==> config.mk <==
export PLATFORM = sky130hd
export DESIGN_NAME = shift_add_multiplier_flat
export DESIGN_NICKNAME = d
export VERILOG_FILES = /design/src/rtl/divmul_pkg.sv /design/src/rtl/shift_add_multiplier_if.sv /design/src/rtl/mul_flag_encode.sv /design/src/rtl/shift_add_multiplier.sv /design/src/flat_wrapper.sv
export SDC_FILE = /design/constraint.sdc
export NUM_CORES = 1
export LEC_CHECK = 0
export ABC_CLOCK_PERIOD_IN_PS = 4400
export CAP_MARGIN = 20
export CORE_ASPECT_RATIO = 0.9
export CORE_UTILIZATION = 35
export CTS_CLUSTER_DIAMETER = 100
export DETAILED_ROUTE_END_ITERATION = 16
export DONT_BUFFER_PORTS = 1
export SLEW_MARGIN = 10
export SYNTH_ARGS = -nofsm -noshare
export SYNTH_HDL_FRONTEND = slang
export SYNTH_SLANG_ARGS = --single-unit
export TNS_END_PERCENT = 1
==> constraint.sdc <==
create_clock -name CLOCK -period 4.4 [get_ports CLOCK]
set_clock_uncertainty 0.15 [all_clocks]
set_input_delay 0 -clock CLOCK [delete_from_list [all_inputs] [get_ports CLOCK]]
set_output_delay 0 -clock CLOCK [all_outputs]
set_load 0.05 [all_outputs]
==> src/rtl/divmul_pkg.sv <==
// Shared definitions for the divider / shift-add multiplier pair:
// FLAG codes, FSM state encoding and datapath widths.
package divmul_pkg;

    localparam int QW = 16;
    localparam int BW = 8;
    localparam int AW = 24;

    localparam logic [2:0] FLAG_OK     = 3'b000;
    localparam logic [2:0] FLAG_OVF    = 3'b001;
    localparam logic [2:0] FLAG_DIV0   = 3'b011;
    localparam logic [2:0] FLAG_ONE    = 3'b100;
    localparam logic [2:0] FLAG_POW2   = 3'b101;
    localparam logic [2:0] FLAG_BADREM = 3'b111;

    typedef enum logic [1:0] {
        ST_IDLE = 2'd0,
        ST_CALC = 2'd1,
        ST_FIN  = 2'd2
    } state_e;

endpackage

==> src/rtl/shift_add_multiplier_if.sv <==
// Operand/result bundle between the requester and the shift-add multiplier.
interface shift_add_multiplier_if;
    import divmul_pkg::*;

    logic          LOAD;
    logic [QW-1:0] inQ;
    logic [BW-1:0] inB;
    logic [BW-1:0] inR;
    logic [QW-1:0] prod;
    logic [2:0]    FLAG;
    logic          BUSY;
    logic          DONE;

    modport master (
        output LOAD, inQ, inB, inR,
        input  prod, FLAG, BUSY, DONE
    );

    modport slave (
        input  LOAD, inQ, inB, inR,
        output prod, FLAG, BUSY, DONE
    );

endinterface

==> src/rtl/mul_flag_encode.sv <==
// Priority encoder classifying a reconstructed product; first match wins.
module mul_flag_encode
    import divmul_pkg::*;
(
    input  logic [BW-1:0]    b,
    input  logic [BW-1:0]    r,
    input  logic [AW-QW-1:0] acc_hi,
    output logic [2:0]       flag
);

    always_comb begin
        flag = FLAG_OK;
        if (b == '0) begin
            flag = FLAG_DIV0;
        end else if (r >= b) begin
            flag = FLAG_BADREM;
        end else if (acc_hi != '0) begin
            flag = FLAG_OVF;
        end else if (b == BW'(1)) begin
            flag = FLAG_ONE;
        end else if ((b & (b - BW'(1))) == '0) begin
            flag = FLAG_POW2;
        end
    end

endmodule

==> src/rtl/shift_add_multiplier.sv <==
// Sequential multiplier reconstructing a dividend as inQ*inB+inR,
// consuming one divisor bit per clock (divisors 0 and 1 take a one-cycle shortcut).
module shift_add_multiplier
    import divmul_pkg::*;
(
    input logic                  CLOCK,
    input logic                  RESET,
    shift_add_multiplier_if.slave bus
);

    state_e           state_q, state_d;
    logic [AW-1:0]    acc_q, acc_d;
    logic [AW-1:0]    qsh_q, qsh_d;
    logic [BW-1:0]    bsh_q, bsh_d;
    logic [BW-1:0]    rq_q, rq_d;
    logic [BW-1:0]    rb_q, rb_d;
    logic [2:0]       cnt_q, cnt_d;
    logic [QW-1:0]    prod_q, prod_d;
    logic [2:0]       flag_q, flag_d;

    logic             accept;
    logic             fast;
    logic [AW-1:0]    acc_step;
    logic [AW-1:0]    fast_acc;
    logic [BW-1:0]    enc_b, enc_r;
    logic [AW-QW-1:0] enc_hi;
    logic [2:0]       flag_enc;

    assign accept   = bus.LOAD && (state_q != ST_CALC);
    assign fast     = (bus.inB <= BW'(1));
    assign acc_step = acc_q + (bsh_q[0] ? qsh_q : '0);
    assign fast_acc = (bus.inB == '0) ? AW'(bus.inR) : (AW'(bus.inQ) + AW'(bus.inR));

    // Outside CALC the encoder sees the operands being accepted (fast path),
    // inside CALC it sees the latched operands and the final accumulator.
    always_comb begin
        enc_b  = rb_q;
        enc_r  = rq_q;
        enc_hi = acc_step[AW-1:QW];
        if (state_q != ST_CALC) begin
            enc_b  = bus.inB;
            enc_r  = bus.inR;
            enc_hi = fast_acc[AW-1:QW];
        end
    end

    mul_flag_encode u_flag (
        .b      (enc_b),
        .r      (enc_r),
        .acc_hi (enc_hi),
        .flag   (flag_enc)
    );

    always_ff @(posedge CLOCK) begin
        if (RESET) begin
            state_q <= ST_IDLE;
        end else begin
            state_q <= state_d;
        end
    end

    always_comb begin
        state_d = state_q;
        case (state_q)
            ST_IDLE, ST_FIN: begin
                if (accept) begin
                    state_d = fast ? ST_FIN : ST_CALC;
                end else begin
                    state_d = ST_IDLE;
                end
            end
            ST_CALC: begin
                if (cnt_q == 3'd7) begin
                    state_d = ST_FIN;
                end
            end
            default: state_d = ST_IDLE;
        endcase
    end

    always_comb begin
        bus.BUSY = (state_q == ST_CALC);
        bus.DONE = (state_q == ST_FIN);
        bus.prod = prod_q;
        bus.FLAG = flag_q;
    end

    always_comb begin
        acc_d  = acc_q;
        qsh_d  = qsh_q;
        bsh_d  = bsh_q;
        rq_d   = rq_q;
        rb_d   = rb_q;
        cnt_d  = cnt_q;
        prod_d = prod_q;
        flag_d = flag_q;
        if (accept) begin
            qsh_d = {{(AW-QW){1'b0}}, bus.inQ};
            bsh_d = bus.inB;
            rq_d  = bus.inR;
            rb_d  = bus.inB;
            cnt_d = '0;
            acc_d = fast ? fast_acc : AW'(bus.inR);
            if (fast) begin
                prod_d = fast_acc[QW-1:0];
                flag_d = flag_enc;
            end
        end else if (state_q == ST_CALC) begin
            acc_d = acc_step;
            qsh_d = qsh_q << 1;
            bsh_d = bsh_q >> 1;
            cnt_d = cnt_q + 3'd1;
            if (cnt_q == 3'd7) begin
                prod_d = acc_step[QW-1:0];
                flag_d = flag_enc;
            end
        end
    end

    always_ff @(posedge CLOCK) begin
        if (RESET) begin
            acc_q  <= '0;
            qsh_q  <= '0;
            bsh_q  <= '0;
            rq_q   <= '0;
            rb_q   <= '0;
            cnt_q  <= '0;
            prod_q <= '0;
            flag_q <= FLAG_OK;
        end else begin
            acc_q  <= acc_d;
            qsh_q  <= qsh_d;
            bsh_q  <= bsh_d;
            rq_q   <= rq_d;
            rb_q   <= rb_d;
            cnt_q  <= cnt_d;
            prod_q <= prod_d;
            flag_q <= flag_d;
        end
    end

endmodule

==> src/flat_wrapper.sv <==
// flat-port wrapper written by rule: the top's interface ports become plain ports
module shift_add_multiplier_flat import divmul_pkg::*;
  (CLOCK, RESET, bus_LOAD, bus_inQ, bus_inB, bus_inR, bus_prod, bus_FLAG, bus_BUSY, bus_DONE);
  shift_add_multiplier_if bus_i ();
  input logic CLOCK;
  input logic RESET;
  input wire logic [$bits(bus_i.LOAD)-1:0] bus_LOAD;
  input wire logic [$bits(bus_i.inQ)-1:0] bus_inQ;
  input wire logic [$bits(bus_i.inB)-1:0] bus_inB;
  input wire logic [$bits(bus_i.inR)-1:0] bus_inR;
  output wire logic [$bits(bus_i.prod)-1:0] bus_prod;
  output wire logic [$bits(bus_i.FLAG)-1:0] bus_FLAG;
  output wire logic [$bits(bus_i.BUSY)-1:0] bus_BUSY;
  output wire logic [$bits(bus_i.DONE)-1:0] bus_DONE;
  assign bus_i.LOAD = bus_LOAD;
  assign bus_i.inQ = bus_inQ;
  assign bus_i.inB = bus_inB;
  assign bus_i.inR = bus_inR;
  assign bus_prod = bus_i.prod;
  assign bus_FLAG = bus_i.FLAG;
  assign bus_BUSY = bus_i.BUSY;
  assign bus_DONE = bus_i.DONE;
  shift_add_multiplier u_core (.CLOCK(CLOCK), .RESET(RESET), .bus(bus_i));
endmodule
==> summary.txt <==
Run status
  – Outcome: finished, final reports clean

Clock network
  – Clock slew at reported path FFs: 0.08 ns
  – H-tree levels: 3
  – Hold buffers post-CTS: 43
  – Max Root-Sink Buffers: 2
  – Post-CTS Resized: 0
  – Post-CTS Setup Repair Bufs: 0
  – CTS Root Buffer Type: clkbuf_16
  – Worst-Skew Late Latency: 0.36 ns
  – CTS tree: yes
  – CTS buffer count: 9
  – Num Clock Sinks: 96

Synth
  – Async set-reset flop share out of synthesis: 0%
  – Avg Inst Size Synth: 7.78 µm²
  – Post-synthesis net count: 904
  – Top FF cell, synth: dfxtp_1
  – Synth Warn #: 0
  – Simple-gate share of the synthesized area: 22.4%
  – Share of the yosys chip area belonging to registers: 29.9%
  – Synth Area in XOR/XNOR: 4.36%
  – Post-Synth Adder-Cell Area: 8.76%
  – Mapped Area: 0.00643 mm²
  – Synth Instances: 826
  – EDFF count, synth: 0
  – Library cells used by synthesis: 72
  – Main combinational cell family by area after synthesis: compound AO/OA/AOI/OAI gates
  – Post-synthesis compound-gate area fraction: 23.8%
  – Synth Register Bits: 96
  – Multiplexer share of the synthesized area: 6.70%

Run
  – # Max-Cap Violations: 0

Layout
  – Final std cells w/o fill: 1,083
  – Fill count: 1,780
  – Ant diodes: 0
  – Core Util, Final: 41.4%
  – Area Overhead vs Synth: 14.5%
  – Final #Nets: 916
  – Post-route cell area: 0.00736 mm²
  – Share of layout cells above drive strength 1: 5.81%

Setup path
  – Crit path launch type: flop
  – Worst path slowest cell: dlygate4sd3_1
  – R2r setup slk: 0.45 ns
  – Crit path max fanout: 34
  – CP peak stage delay: 0.57 ns
  – Crit end category: flop
  – CP Cell Sequence: nand2b_4 -> inv_2 -> nand2_1 -> nand2_1 -> ha_1 -> nand2b_1 -> a21oi_1 -> nor2b_1 -> o21ai_0 -> a21oi_1 -> o41ai_1 -> nand2_1 -> a21oi_1 -> a211oi_2 -> dlygate4sd3_1
  – Critical path type: flop to flop
  – Worst Path Required: 4.51 ns
  – Worst Path Arrival: 4.06 ns

STA
  – Crit share post-route: 89.9%
  – RSZ-0062 raised after global routing: false
  – Max_slew headroom: 26.6%
  – Setup TNS: 0 ns
  – # setup viols final: 0
  – Hold Violations, Final: 0
  – Fmax: 253 MHz
  – Fin crit period: 3.95 ns
  – Worst-margin pin slew: 1.10 ns
  – Max-slew violation count: 0

Drt
  – Drt wl/cell: 17.2 µm
  – DRT antenna net count: 0
  – Vias: 5,994
  – Total Wirelength: 18,600 µm
  – Initial drt markers: 377
  – Number of iterations in the first detailed-routing pass: 5
  – Avg Vias per Cell: 5.53
  – DRC Markers: 0

Global route
  – Grt ovf: 0
  – Largest net degree at the start of global routing: 89
  – Antenna violations before repair: 0
  – First-pass GRT wire length: 29,700 µm
  – Number of global-route vias before repair: 5,570
  – GRT Util Overall: 20.3%

Placed design
  – HPWL after detailed placement: 12,800 µm
  – Gpl congestion: 0.878
  – Port Buffers: 0
  – Cell Count Post-Placement: 1,024
  – Placed Area: 0.00659 mm²

Floorplanning
  – # rows: 46
  – I/O pins: 56
  – Full die area: 0.0189 mm²
  – Die Y: 131 µm
  – Initial Util: 36.1%
  – Core Region: 0.0178 mm²
  – Die W: 145 µm

Power and ir drop
  – Pwr/cell area: 303 mW/mm²
  – Leakage Power: 2.95 nW
  – Total power: 0.00223 W
  – Max IR drop VDD: 0.000171 V

Min path
  – Min-delay worst type: primary input to flop
[metal layers]
metal	GRT usage, %	part of all wire, %
met1	27.1	47
met2	32.8	45
met3	3.79	5.5
met4	7.24	2.1
met5	0	0
[synth_stat cells, types with 2 or more instances]
cell       number  area (µm²)
o21ai_1         5        25.0
xnor2_1        20         175
buf_2           5        25.0
or3_1           4        25.0
nor3b_1         3        22.5
a21o_1          8        60.1
a31oi_1         6        37.5
nor2_1         95         357
a21oi_1        81         405
buf_1           3        11.3
dfxtp_1        96        1920
o21ai_0        21         105
o21bai_2        2        22.5
o21bai_1        3        22.5
a211oi_1       43         323
and3_1          7        43.8
a211oi_2        2        25.0
a31oi_2         2        25.0
o22ai_1         4        25.0
a311oi_1        2        17.5
fa_1            2        40.0
nor2b_1         5        31.3
o31ai_1         4        30.0
and2_1         22         138
a21oi_2         2        17.5
nand2b_1        8        50.1
xor2_1         12         105
o21a_1          6        45.0
nor4_1          2        12.5
and3_2          2        15.0
a2111oi_0       2        17.5
a22oi_1         4        30.0
ha_1           41         513
nand2_1       117         439
nand4_1         5        31.3
a211o_1         2        17.5
mux2i_1        43         430
o211ai_1       12        90.1
clkbuf_1       38         143
nand3b_1        4        30.0
buf_6           2        22.5
nand3_1        19        95.1
nor3_1         21         105
inv_1          11        41.3
[worst max-delay path: cells and delay by family (launching register included)]
kind | cells | cell delay [ns]
flops | 1 | 0.42
buf+inv | 2 | 0.92
simple gates | 6 | 0.85
compound gates | 6 | 1.25
fa+ha+maj | 1 | 0.25
[power breakdown]
group | total, W | internal (W) | switching, W
Combinational | 0.000437 | 0.000174 | 0.000263
Sequential | 0.000946 | 0.000911 | 0.0000348
Clock | 0.000849 | 0.000453 | 0.000396
Total | 0.00223 | 0.00154 | 0.000694
[final timing paths]
kind                                       start                         endpoint  depth (start not counted)
hold reg to reg      u_core.rb_q[7]$_SDFFE_PP0P_      u_core.rb_q[7]$_SDFFE_PP0P_                          2
setup reg to reg  u_core.state_q[0]$_SDFFE_PP0P_  u_core.bus.FLAG[0]$_SDFFE_PP0P_                         15
hold / removal                        bus_inQ[8]    u_core.acc_q[14]$_SDFFE_PP0P_                          4
setup / recovery  u_core.state_q[0]$_SDFFE_PP0P_  u_core.bus.FLAG[0]$_SDFFE_PP0P_                         15
[logic make-up (layout without fill, tap and decap cells)]
group	count (synthesis)	count (layout)
adders and majority gates	44	44
and+or+nand+nor	319	319
buffers and inverters	63	80
muxes	43	43
AOI/OAI and AO/OA	229	229
DFF	96	96
xor gates and xnor gates	32	32
[registers in the layout (all words and copies together), names as in the netlist]
signal and flops:
u_core.acc_q 24, u_core.qsh_q 24, u_core.bus.prod 16, u_core.bsh_q 8, u_core.rb_q 8, u_core.rq_q 8
u_core.bus.FLAG 3, u_core.cnt_q 3, u_core.state_q 2
[per-stage QoR]
stage	hold WS, ns	setup slack (ns)
floorplan	-0.0140	1.15
global placement	-0.0682	1.15
detailed placement	-0.0656	1.08
CTS	0.0180	0.500
global route	0.0395	0.0529
finish	0.0336	0.446
[layout by cell type (no fill, tap or decap), drive strengths merged, types with 3 or more instances in the layout]
cell type / count
clkinv: 3
a31oi: 8
nand3b: 4
buf: 10
nand2b: 8
nor3: 22
o21bai: 5
mux2i: 43
inv: 14
o211ai: 14
nor3b: 3
nor4: 3
nand4: 5
o22ai: 4
a22oi: 4
nand2: 118
o21ai: 26
ha: 41
and3: 9
nor2: 95
o21a: 7
o31ai: 4
and2: 22
a211oi: 45
nor2b: 5
a211o: 3
dlygate4sd3: 41
nand3: 19
xor2: 12
a21oi: 83
a21o: 8
or3: 4
clkbuf: 9
xnor2: 20
dfxtp: 96
[final cells by class]
| type | count | area, µm² | share of cell area (%) |
|---|---|---|---|
| inverter | 13 | 48.8 | 0.663 |
| clock buffer | 9 | 225 | 3.06 |
| timing repair buffer | 51 | 518 | 7.04 |
| multi-input combinational | 667 | 4260 | 57.8 |
| clock inverter | 7 | 90.1 | 1.22 |
| tap | 240 | 300 | 4.08 |
| sequential | 96 | 1920 | 26.1 |
Power figures use the tool's default switching activity.
